===== src/rtl/fwd_hazard_unit_pkg.sv =====
// ----------------------------------------------------------------------------
// fwd_pkg
// Shared types and helpers for the forwarding / hazard unit.
//   stage_entry_t : one tracked in-flight instruction (valid, we, is_load, rd)
//   SEL_RF        : bypass select value meaning "read the register file"
//   sel_width()   : select width for a given tracking depth
// Optional feature macro used by the unit: FWD_MULTICYCLE_EN
// ----------------------------------------------------------------------------
package fwd_pkg;

    // rd is stored at a fixed maximum width so the struct does not depend on
    // the REG_AW parameter; narrower indices are zero-extended on entry.
    localparam int REG_AW_MAX = 8;
    localparam int SEL_RF     = 0;

    typedef struct packed {
        logic                  valid;
        logic                  we;
        logic                  is_load;
        logic [REG_AW_MAX-1:0] rd;
    } stage_entry_t;

    function automatic int sel_width(input int depth);
        return $clog2(depth + 1);
    endfunction

endpackage


===== src/rtl/fwd_hazard_unit_if.sv =====
// ----------------------------------------------------------------------------
// fwd_hazard_unit_if
// Decode-side bundle between the decoder (master) and the forwarding/hazard
// unit (slave).
//   master drives : pipe_en, flush, issue_valid, issue_we, issue_is_load,
//                   issue_rd, issue_rs, issue_mc, mc_done, mc_done_rd
//   slave drives  : sel (per-source bypass select), stall
// issue_mc / mc_done / mc_done_rd only matter when FWD_MULTICYCLE_EN is set.
// ----------------------------------------------------------------------------
interface fwd_hazard_unit_if
    import fwd_pkg::*;
#(
    parameter int NUM_SRC   = 2,
    parameter int FWD_DEPTH = 2,
    parameter int REG_AW    = 5
);
    localparam int SEL_W = sel_width(FWD_DEPTH);

    logic                      pipe_en;
    logic                      flush;
    logic                      issue_valid;
    logic                      issue_we;
    logic                      issue_is_load;
    logic [REG_AW-1:0]         issue_rd;
    logic [NUM_SRC*REG_AW-1:0] issue_rs;
    logic                      issue_mc;
    logic                      mc_done;
    logic [REG_AW-1:0]         mc_done_rd;
    logic [NUM_SRC*SEL_W-1:0]  sel;
    logic                      stall;

    modport master (
        output pipe_en, flush, issue_valid, issue_we, issue_is_load,
               issue_rd, issue_rs, issue_mc, mc_done, mc_done_rd,
        input  sel, stall
    );

    modport slave (
        input  pipe_en, flush, issue_valid, issue_we, issue_is_load,
               issue_rd, issue_rs, issue_mc, mc_done, mc_done_rd,
        output sel, stall
    );

endinterface


===== src/rtl/fwd_hazard_unit_scoreboard.sv =====
// ----------------------------------------------------------------------------
// fwd_scoreboard
// Busy bitmap for registers owned by the multicycle unit (mul/div).
//   clk, rst_n        : clock, async active-low reset (all bits cleared)
//   set_en, set_rd    : mark set_rd busy (x0 is never marked)
//   clr_en, clr_rd    : multicycle write-back frees clr_rd
//   rs_i              : NUM_SRC packed source indices to look up
//   rs_busy_o         : per-source busy flag (x0 never busy)
//   rd_i, rd_busy_o   : destination lookup for WAW
// Lookups read the registered bitmap, so a register freed this cycle is seen
// as free on the following cycle. A set and clear of the same rd in the same
// cycle leaves the bit set.
// ----------------------------------------------------------------------------
module fwd_scoreboard #(
    parameter int NUM_SRC = 2,
    parameter int REG_AW  = 5
) (
    input  logic                      clk,
    input  logic                      rst_n,
    input  logic                      set_en,
    input  logic [REG_AW-1:0]         set_rd,
    input  logic                      clr_en,
    input  logic [REG_AW-1:0]         clr_rd,
    input  logic [NUM_SRC*REG_AW-1:0] rs_i,
    output logic [NUM_SRC-1:0]        rs_busy_o,
    input  logic [REG_AW-1:0]         rd_i,
    output logic                      rd_busy_o
);
    localparam int NREG = 2 ** REG_AW;

    logic [NREG-1:0] busy_q;

    always_ff @(posedge clk or negedge rst_n) begin
        if (!rst_n) begin
            busy_q <= '0;
        end else begin
            if (clr_en)
                busy_q[clr_rd] <= 1'b0;
            // later assignment wins: set overrides a same-cycle clear
            if (set_en && (set_rd != '0))
                busy_q[set_rd] <= 1'b1;
        end
    end

    for (genvar s = 0; s < NUM_SRC; s++) begin : g_lookup
        logic [REG_AW-1:0] rs;
        assign rs           = rs_i[s*REG_AW +: REG_AW];
        assign rs_busy_o[s] = (rs != '0) && busy_q[rs];
    end

    assign rd_busy_o = (rd_i != '0) && busy_q[rd_i];

endmodule


===== src/rtl/fwd_hazard_unit.sv =====
// ----------------------------------------------------------------------------
// fwd_hazard_unit
// Forwarding and hazard unit for the integer pipeline. Tracks the destination
// of in-flight instructions over FWD_DEPTH stages after decode and returns a
// bypass select per source operand plus a decode stall for load-use hazards.
//   clk   : core clock
//   rst_n : async active-low reset, clears all tracked state
//   bus   : fwd_hazard_unit_if.slave (issue inputs, sel / stall outputs)
// sel[s] = 0 reads the register file, k selects stage k (1 = EX output).
// Optional macro FWD_MULTICYCLE_EN adds a busy scoreboard for the multicycle
// unit and interlocks RAW/WAW against it; without it issue_mc, mc_done and
// mc_done_rd are ignored and mc instructions are tracked as ordinary entries.
// ----------------------------------------------------------------------------
module fwd_hazard_unit
    import fwd_pkg::*;
#(
    parameter int NUM_SRC   = 2,
    parameter int FWD_DEPTH = 2,
    parameter int REG_AW    = 5
) (
    input  logic               clk,
    input  logic               rst_n,
    fwd_hazard_unit_if.slave   bus
);
    localparam int SEL_W = sel_width(FWD_DEPTH);

    stage_entry_t stage_q [1:FWD_DEPTH];
    stage_entry_t stage_d [1:FWD_DEPTH];
    stage_entry_t issue_entry;

    logic [NUM_SRC-1:0] lu_hit;
    logic               mc_hazard;
    logic               stall;
    logic               accept;
    logic               enter;

    assign issue_entry.valid   = 1'b1;
    assign issue_entry.we      = bus.issue_we;
    assign issue_entry.is_load = bus.issue_is_load;
    assign issue_entry.rd      = REG_AW_MAX'(bus.issue_rd);

    for (genvar s = 0; s < NUM_SRC; s++) begin : g_src
        logic [REG_AW-1:0]     rs;
        logic [REG_AW_MAX-1:0] rs_ext;
        logic [SEL_W-1:0]      sel_s;

        assign rs     = bus.issue_rs[s*REG_AW +: REG_AW];
        assign rs_ext = REG_AW_MAX'(rs);

        // walk oldest to youngest so the youngest matching stage is kept
        always_comb begin
            sel_s = SEL_W'(SEL_RF);
            for (int k = FWD_DEPTH; k >= 1; k--) begin
                if ((rs != '0) && stage_q[k].valid && stage_q[k].we &&
                    (stage_q[k].rd == rs_ext))
                    sel_s = SEL_W'(k);
            end
        end

        // a load still in stage 1 has no data yet
        assign lu_hit[s] = (rs != '0) && stage_q[1].valid && stage_q[1].we &&
                           stage_q[1].is_load && (stage_q[1].rd == rs_ext);

        assign bus.sel[s*SEL_W +: SEL_W] = sel_s;
    end

`ifdef FWD_MULTICYCLE_EN
    logic [NUM_SRC-1:0] rs_busy;
    logic               rd_busy;

    fwd_scoreboard #(
        .NUM_SRC (NUM_SRC),
        .REG_AW  (REG_AW)
    ) u_scoreboard (
        .clk       (clk),
        .rst_n     (rst_n),
        .set_en    (accept && bus.issue_mc && bus.issue_we),
        .set_rd    (bus.issue_rd),
        .clr_en    (bus.mc_done),
        .clr_rd    (bus.mc_done_rd),
        .rs_i      (bus.issue_rs),
        .rs_busy_o (rs_busy),
        .rd_i      (bus.issue_rd),
        .rd_busy_o (rd_busy)
    );

    assign mc_hazard = (|rs_busy) || (bus.issue_we && rd_busy);
    // multicycle results come back through the scoreboard, not the stages
    assign enter     = accept && !bus.issue_mc;
`else
    logic unused_mc;
    assign unused_mc = ^{bus.issue_mc, bus.mc_done, bus.mc_done_rd};
    assign mc_hazard = 1'b0;
    assign enter     = accept;
`endif

    assign stall     = bus.issue_valid && ((|lu_hit) || mc_hazard);
    assign bus.stall = stall;
    // flush squashes decode even when it is also stalling
    assign accept    = bus.pipe_en && bus.issue_valid && !stall && !bus.flush;

    always_comb begin
        for (int k = 1; k <= FWD_DEPTH; k++)
            stage_d[k] = stage_q[k];
        if (bus.pipe_en) begin
            for (int k = FWD_DEPTH; k >= 2; k--)
                stage_d[k] = stage_q[k-1];
            stage_d[1] = enter ? issue_entry : '0;
        end
    end

    always_ff @(posedge clk or negedge rst_n) begin
        if (!rst_n) begin
            for (int k = 1; k <= FWD_DEPTH; k++)
                stage_q[k] <= '0;
        end else begin
            for (int k = 1; k <= FWD_DEPTH; k++)
                stage_q[k] <= stage_d[k];
        end
    end

endmodule


===== src/flat_wrapper.sv =====
// flat-port wrapper written by rule: the top's interface ports become plain ports
module fwd_hazard_unit_flat import fwd_pkg::*;
#(
    parameter int NUM_SRC   = 2,
    parameter int FWD_DEPTH = 2,
    parameter int REG_AW    = 5
)
  (clk, rst_n, bus_pipe_en, bus_flush, bus_issue_valid, bus_issue_we, bus_issue_is_load, bus_issue_rd, bus_issue_rs, bus_issue_mc, bus_mc_done, bus_mc_done_rd, bus_sel, bus_stall);
  fwd_hazard_unit_if #(.NUM_SRC(NUM_SRC), .FWD_DEPTH(FWD_DEPTH), .REG_AW(REG_AW)) bus_i ();
  input  logic clk;
  input  logic rst_n;
  input wire logic [$bits(bus_i.pipe_en)-1:0] bus_pipe_en;
  input wire logic [$bits(bus_i.flush)-1:0] bus_flush;
  input wire logic [$bits(bus_i.issue_valid)-1:0] bus_issue_valid;
  input wire logic [$bits(bus_i.issue_we)-1:0] bus_issue_we;
  input wire logic [$bits(bus_i.issue_is_load)-1:0] bus_issue_is_load;
  input wire logic [$bits(bus_i.issue_rd)-1:0] bus_issue_rd;
  input wire logic [$bits(bus_i.issue_rs)-1:0] bus_issue_rs;
  input wire logic [$bits(bus_i.issue_mc)-1:0] bus_issue_mc;
  input wire logic [$bits(bus_i.mc_done)-1:0] bus_mc_done;
  input wire logic [$bits(bus_i.mc_done_rd)-1:0] bus_mc_done_rd;
  output wire logic [$bits(bus_i.sel)-1:0] bus_sel;
  output wire logic [$bits(bus_i.stall)-1:0] bus_stall;
  assign bus_i.pipe_en = bus_pipe_en;
  assign bus_i.flush = bus_flush;
  assign bus_i.issue_valid = bus_issue_valid;
  assign bus_i.issue_we = bus_issue_we;
  assign bus_i.issue_is_load = bus_issue_is_load;
  assign bus_i.issue_rd = bus_issue_rd;
  assign bus_i.issue_rs = bus_issue_rs;
  assign bus_i.issue_mc = bus_issue_mc;
  assign bus_i.mc_done = bus_mc_done;
  assign bus_i.mc_done_rd = bus_mc_done_rd;
  assign bus_sel = bus_i.sel;
  assign bus_stall = bus_i.stall;
  fwd_hazard_unit #(.NUM_SRC(NUM_SRC), .FWD_DEPTH(FWD_DEPTH), .REG_AW(REG_AW)) u_core (.clk(clk), .rst_n(rst_n), .bus(bus_i));
endmodule

===== config.mk =====
export PLATFORM = sky130hd
export DESIGN_NAME = fwd_hazard_unit_flat
export DESIGN_NICKNAME = d
export VERILOG_FILES = /design/src/rtl/fwd_hazard_unit_pkg.sv /design/src/rtl/fwd_hazard_unit_if.sv /design/src/rtl/fwd_hazard_unit_scoreboard.sv /design/src/rtl/fwd_hazard_unit.sv /design/src/flat_wrapper.sv
export SDC_FILE = /design/constraint.sdc
export NUM_CORES = 1
export LEC_CHECK = 0
export CAP_MARGIN = 20
export CORE_ASPECT_RATIO = 2
export CORE_MARGIN = 1.5
export CORE_UTILIZATION = 25
export DETAILED_ROUTE_END_ITERATION = 7
export REMOVE_ABC_BUFFERS = 1
export SLEW_MARGIN = 20
export SYNTH_ARGS = -nofsm -noshare
export SYNTH_HDL_FRONTEND = slang
export SYNTH_SLANG_ARGS = --single-unit
export TNS_END_PERCENT = 30

===== constraint.sdc =====
create_clock -name clk -period 2.4 [get_ports clk]
set_input_delay 0.48 -clock clk [delete_from_list [all_inputs] [get_ports clk]]
set_output_delay 0.48 -clock clk [all_outputs]
set_load 0.02 [all_outputs]

# After elaboration in Yosys (flattened, before gate mapping)
# Cells that the tools add are included.
[classes]
n_addsub = 0
multipliers = 0
div_mod_pow = 0
order_cmp = 0
n_eq_ne = 4
shift = 0
muxes = 5
bitwise = 0
reduce_logical = 25
[ops]
columns = ["cell", "n"]
rows = [
  ["8-bit by 5-bit equality test with 1-bit output", 4],
  ["1-bit logical AND", 20],
  ["11-bit two-way mux", 1],
  ["5-bit nonzero test", 2],
  ["2-bit two-way mux", 4],
  ["1-bit zero test", 2],
  ["2-bit OR reduction", 1],
]
[word_totals]
reg_bits = 21
latch_bits = 0
ramBits = 0
rom_bits = 0
inputBits = 29
output_inout_bits = 5
elab_cells = 41
memories = 0

# Longest topological paths before layout
[depth]
word_depth = 11
mapped_depth = 6
depth_no_buf = 5

# Worst setup path after synthesis
# OpenSTA, ideal clock, no wires.
[synth_path]
path_type = "input to output"
from = "input port bus_issue_rs[5]"
to = "output port bus_sel[3]"
arrival_time_ps = 1992
required_ps = 1920
setup_slack_ps = -72
path_stages = 4
cell_sequence = "or4_1 nor2_1 nor4_1 nor4_1"
[synth_between]
elab_chain_len = 6
[synth_rtl]
columns = ["item", "line_no", "text"]
rows = [
  ["start: declaration", "flat_wrapper.sv:18", "input wire logic [$bits(bus_i.issue_rs)-1:0] bus_issue_rs;"],
  ["5-bit nonzero test", "fwd_hazard_unit.sv:54", "if ((rs != '0) && stage_q[k].valid && stage_q[k].we &&"],
  ["1-bit logical AND (3 in a row)", "fwd_hazard_unit.sv:54", ""],
  ["2-bit two-way mux", "fwd_hazard_unit.sv:54", ""],
  ["2-bit two-way mux (*)", "fwd_hazard_unit.sv:54", ""],
  ["end: declaration", "flat_wrapper.sv:22", "output wire logic [$bits(bus_i.sel)-1:0] bus_sel;"],
]
# Mark *: on every way between the ends. The rest lies on a longest branch, timed or not.

# Final worst setup path
# Ends and elaborated chain as after synthesis.

==> report_table.html <==
<table>
<tr><th>Metric</th><th>Value</th></tr>
<tr><th colspan="2">Hold path</th></tr>
<tr><td>Hold crit path type</td><td>register to register</td></tr>
<tr><td>Worst hold path depth</td><td>2</td></tr>
<tr><th colspan="2">Timing</th></tr>
<tr><td>Final Critical Period</td><td>between 2 and 2.5 ns</td></tr>
<tr><td>Worst Hold Margin</td><td>approximately 0.54 ns</td></tr>
<tr><td>Transition at the pin with the smallest max-transition slack</td><td>around 0.64 ns</td></tr>
<tr><td>Share of the cycle needed by the critical path after routing</td><td>99.3%</td></tr>
<tr><td>Post-route worst setup slack</td><td>~0.016 ns</td></tr>
<tr><td>Final number of hold-violating endpoints</td><td>0</td></tr>
<tr><td>Endpoints failing setup</td><td>0</td></tr>
<tr><td>Achievable frequency</td><td>approximately 0.42 GHz</td></tr>
<tr><td>Slew Viols, Final</td><td>0</td></tr>
<tr><td>Unrepaired setup endpoints after global routing</td><td>true</td></tr>
<tr><td>Relative max-transition margin</td><td>between 50% and 60%</td></tr>
<tr><td>Layout Skew</td><td>between 0.002 and 0.003 ns</td></tr>
<tr><th colspan="2">Flow run</th></tr>
<tr><td># Max-Cap Violations</td><td>0</td></tr>
<tr><th colspan="2">Synthesis</th></tr>
<tr><td>Area of the mapped netlist</td><td>882 sq um</td></tr>
<tr><td>Biggest area contributors in the synthesized netlist</td><td>sky130_fd_sc_hd__dfrtp_1, sky130_fd_sc_hd__xnor2_1, sky130_fd_sc_hd__mux2_2, sky130_fd_sc_hd__o22ai_1, sky130_fd_sc_hd__inv_1</td></tr>
<tr><td>Number of synthesized register bits</td><td>15</td></tr>
<tr><td>Distinct cell type count of the synthesized netlist</td><td>20</td></tr>
<tr><td>Average cell area after synthesis</td><td>between 10 and 15 sq um</td></tr>
<tr><td>Mapped Cells</td><td>between 80 and 90</td></tr>
<tr><td>Part of the Yosys area used for sequential elements</td><td>42.6%</td></tr>
<tr><td>Library cell with the largest summed area after synthesis</td><td>sky130_fd_sc_hd__dfrtp_1</td></tr>
<tr><td>Synth warn</td><td>0</td></tr>
<tr><td>Top cell type's share of synthesized area</td><td>a little over two fifths</td></tr>
<tr><th colspan="2">Clock tree</th></tr>
<tr><td>Post-CTS Hold Buffers</td><td>0</td></tr>
<tr><td>Number of sinks driven by the clock tree</td><td>15</td></tr>
<tr><td>Num CTS Buffers</td><td>3</td></tr>
<tr><td>Clock Latency Late Sink</td><td>0.24 ns</td></tr>
<tr><td>Master cell of the clock root buffer</td><td>sky130_fd_sc_hd__clkbuf_8</td></tr>
<tr><td>TritonCTS clock tree</td><td>done</td></tr>
<tr><td>Clk pin slew, worst setup/hold paths</td><td>0.05 ns</td></tr>
<tr><td>Max clock buf depth</td><td>2</td></tr>
<tr><td>Clock H-tree levels</td><td>1</td></tr>
<tr><th colspan="2">Placed design</th></tr>
<tr><td>HPWL Detailed</td><td>~1.9 mm</td></tr>
<tr><td>Worst Setup Slack post-DPL</td><td>-0.787 ns</td></tr>
<tr><td>Count of port buffers added during placement</td><td>26</td></tr>
<tr><td>Routability Congestion</td><td>a little over 0.8</td></tr>
<tr><th colspan="2">Global route</th></tr>
<tr><td>All-layer global routing usage</td><td>a little over an eighth</td></tr>
<tr><td>Vias in the first global route</td><td>850</td></tr>
<tr><td>Antenna violations before repair</td><td>0</td></tr>
<tr><td>Remaining global-route overflow</td><td>0</td></tr>
<tr><td>Pin count of the biggest net entering global routing</td><td>16</td></tr>
<tr><td>Global-route wire length before repair</td><td>between 3 and 4 mm</td></tr>
<tr><th colspan="2">Detailed routing</th></tr>
<tr><td>First-iteration detailed-routing DRC count</td><td>15</td></tr>
<tr><td>DRC violations left</td><td>0</td></tr>
<tr><td>Routed WL</td><td>between 2 and 2.5 mm</td></tr>
<tr><td>Vias post-DR</td><td>813</td></tr>
<tr><td>Routed wirelength normalized by instance count</td><td>roughly 13 microns</td></tr>
<tr><td>Detailed-routing iteration count for the pre-antenna-repair pass</td><td>4</td></tr>
<tr><td>Vias/cell</td><td>4.75</td></tr>
<tr><td>Number of nets still failing antenna checks after routing</td><td>0</td></tr>
<tr><th colspan="2">Die</th></tr>
<tr><td>Starting Density</td><td>between 20% and 30%</td></tr>
<tr><td>Die width</td><td>approximately 45 microns</td></tr>
<tr><td>Die extent in y</td><td>~87 microns</td></tr>
<tr><td>Number of top-level pins</td><td>34</td></tr>
<tr><td>Number of placement rows</td><td>30</td></tr>
<tr><td>DIE AREA</td><td>0.00392 sq mm</td></tr>
<tr><td>Std-Cell Core Area</td><td>between 0.003 and 0.004 sq mm</td></tr>
<tr><th colspan="2">Power and ir drop</th></tr>
<tr><td>PD cells</td><td>between 400 and 500 mW/mm^2</td></tr>
<tr><td>Largest voltage drop on the vdd net</td><td>roughly 0.28 mV</td></tr>
<tr><td>Reported leakage power</td><td>~0.61 nW</td></tr>
<tr><th colspan="2">Worst setup path</th></tr>
<tr><td>CP Data Arrival Time</td><td>between 1.5 and 2 ns</td></tr>
<tr><td>Kind of critical path</td><td>primary input to output port</td></tr>
<tr><td>CP endpoint kind</td><td>output port</td></tr>
<tr><td>Max Fanout on Critical Path</td><td>3</td></tr>
<tr><td>Count of cells along the worst register-to-register path</td><td>6</td></tr>
<tr><td>Crit path launch type</td><td>primary input</td></tr>
<tr><td>Required time at the worst-slack endpoint</td><td>1.92 ns</td></tr>
<tr><th colspan="2">Cells and area</th></tr>
<tr><td>Register bank with the most flops</td><td>u_core.stage_q</td></tr>
<tr><td>Share of post-route cells with drive strength above 1</td><td>approximately 40%</td></tr>
<tr><td>Ant. Diodes</td><td>0</td></tr>
<tr><td>Registers with the most flip-flops</td><td>u_core.stage_q x15</td></tr>
<tr><td>Fin nets</td><td>between 150 and 200</td></tr>
<tr><td>Largest register FFs</td><td>15</td></tr>
<tr><td>Growth of design area from synthesis to finish</td><td>62.0%</td></tr>
<tr><th colspan="2">Outcome</th></tr>
<tr><td>Run status</td><td>completed</td></tr>
</table>
[repair_timing]
item,in CTS,in global routing
endpoints found under the hold margin,0,0
resized for setup,60,7
pin swaps,10,10
buffers inserted,4,1
setup endpoints to repair,5,5
[critical path: stages]
cell	delay, ns
sky130_fd_sc_hd__clkdlybuf4s15_1	0.25
sky130_fd_sc_hd__or4_4	0.46
sky130_fd_sc_hd__nor2_4	0.13
sky130_fd_sc_hd__nor4_4	0.07
sky130_fd_sc_hd__nor4_1	0.30
sky130_fd_sc_hd__buf_2	0.23
[report_power, final]
| part | internal (mW) | total, mW | switching (mW) |
|---|---|---|---|
| clock | 0.117 | 0.196 | 0.0785 |
| sequential | 0.271 | 0.290 | 0.0186 |
| combinational | 0.0881 | 0.147 | 0.0585 |
[final timing paths]
path | start | end | slack, ns
worst max-delay path | bus_issue_rs[5] | bus_sel[3] | 0.02
worst min-delay path | u_core.stage_q[19] | u_core.stage_q[19] | 0.54
worst max register to register | u_core.stage_q[11] | u_core.stage_q[12] | 0.74
worst min register to register | u_core.stage_q[19] | u_core.stage_q[19] | 0.54
max in group asynchronous | rst_n | u_core.stage_q[19] | 1.35
min in group asynchronous | rst_n | u_core.stage_q[1] | 0.64
[cells by family (layout without fill, tap and decap cells)]
group	after synthesis	after routing	synth area share, %
AND/OR/NAND/NOR	24	24	15.7
XOR/XNOR	20	20	19.9
flip-flops	15	15	42.6
buffers and inverters	13	64	6.38
AO/OA/AOI/OAI	9	9	6.53
multiplexers	7	7	8.94
[layout by cell type, fill, tap and decap left out, types with 3 or more instances in the layout]
| cell | count |
|---|---|
| sky130_fd_sc_hd__buf_2 | 6 |
| sky130_fd_sc_hd__nand4_1 | 4 |
| sky130_fd_sc_hd__mux2_2 | 7 |
| sky130_fd_sc_hd__clkbuf_8 | 3 |
| sky130_fd_sc_hd__dfrtp_1 | 15 |
| sky130_fd_sc_hd__nand2_1 | 8 |
| sky130_fd_sc_hd__xnor2_1 | 17 |
| sky130_fd_sc_hd__clkdlybuf4s50_1 | 11 |
| sky130_fd_sc_hd__buf_4 | 25 |
| sky130_fd_sc_hd__inv_1 | 9 |
| sky130_fd_sc_hd__o22ai_1 | 8 |
| sky130_fd_sc_hd__clkdlybuf4s15_1 | 3 |
[final cells by class]
class | instances | area (sq um)
Multi-Input combinational cell | 60 | 508
Timing Repair Buffer | 51 | 427
Tap cell | 32 | 40.0
Sequential cell | 15 | 375
Fill cell | 343 | 1950
Inverter | 9 | 33.8
Clock buffer | 4 | 45.0
[cell usage after synthesis]
master / number
sky130_fd_sc_hd__and2_4: 1
sky130_fd_sc_hd__and3b_1: 1
sky130_fd_sc_hd__buf_1: 1
sky130_fd_sc_hd__buf_6: 1
sky130_fd_sc_hd__clkbuf_1: 2
sky130_fd_sc_hd__dfrtp_1: 15
sky130_fd_sc_hd__inv_1: 9
sky130_fd_sc_hd__mux2_2: 7
sky130_fd_sc_hd__nand2_1: 8
sky130_fd_sc_hd__nand3_1: 2
sky130_fd_sc_hd__nand4_1: 4
sky130_fd_sc_hd__nor2_1: 1
sky130_fd_sc_hd__nor2_2: 1
sky130_fd_sc_hd__nor4_1: 3
sky130_fd_sc_hd__nor4_2: 1
sky130_fd_sc_hd__o21a_1: 1
sky130_fd_sc_hd__o22ai_1: 8
sky130_fd_sc_hd__or4_1: 2
sky130_fd_sc_hd__xnor2_1: 18
sky130_fd_sc_hd__xor2_1: 2
[metal layers]
metal  global-route usage (%)  up-vias  routed length (microns)
met4                     8.56        0                       72
met1                     14.4      378                      899
met3                     1.24        4                       99
met5                        0        -                        0
met2                     22.7       28                     1230
li1                         -      403                        -
[stage by stage]
step	setup TNS, ns	utilization (%)	power [mW]	area, sq um	std cells
after floorplan	-0.194	-	0.348	860	84
after global placement	-3.10	38.8	0.431	1310	162
after detailed placement	-3.37	38.8	0.435	1310	162
after CTS	-0.00308	42.1	0.635	1420	170
after global routing	-0.0158	42.3	0.665	1430	171
final	0	42.3	0.632	1430	171
Power figures use the tool's default switching activity.
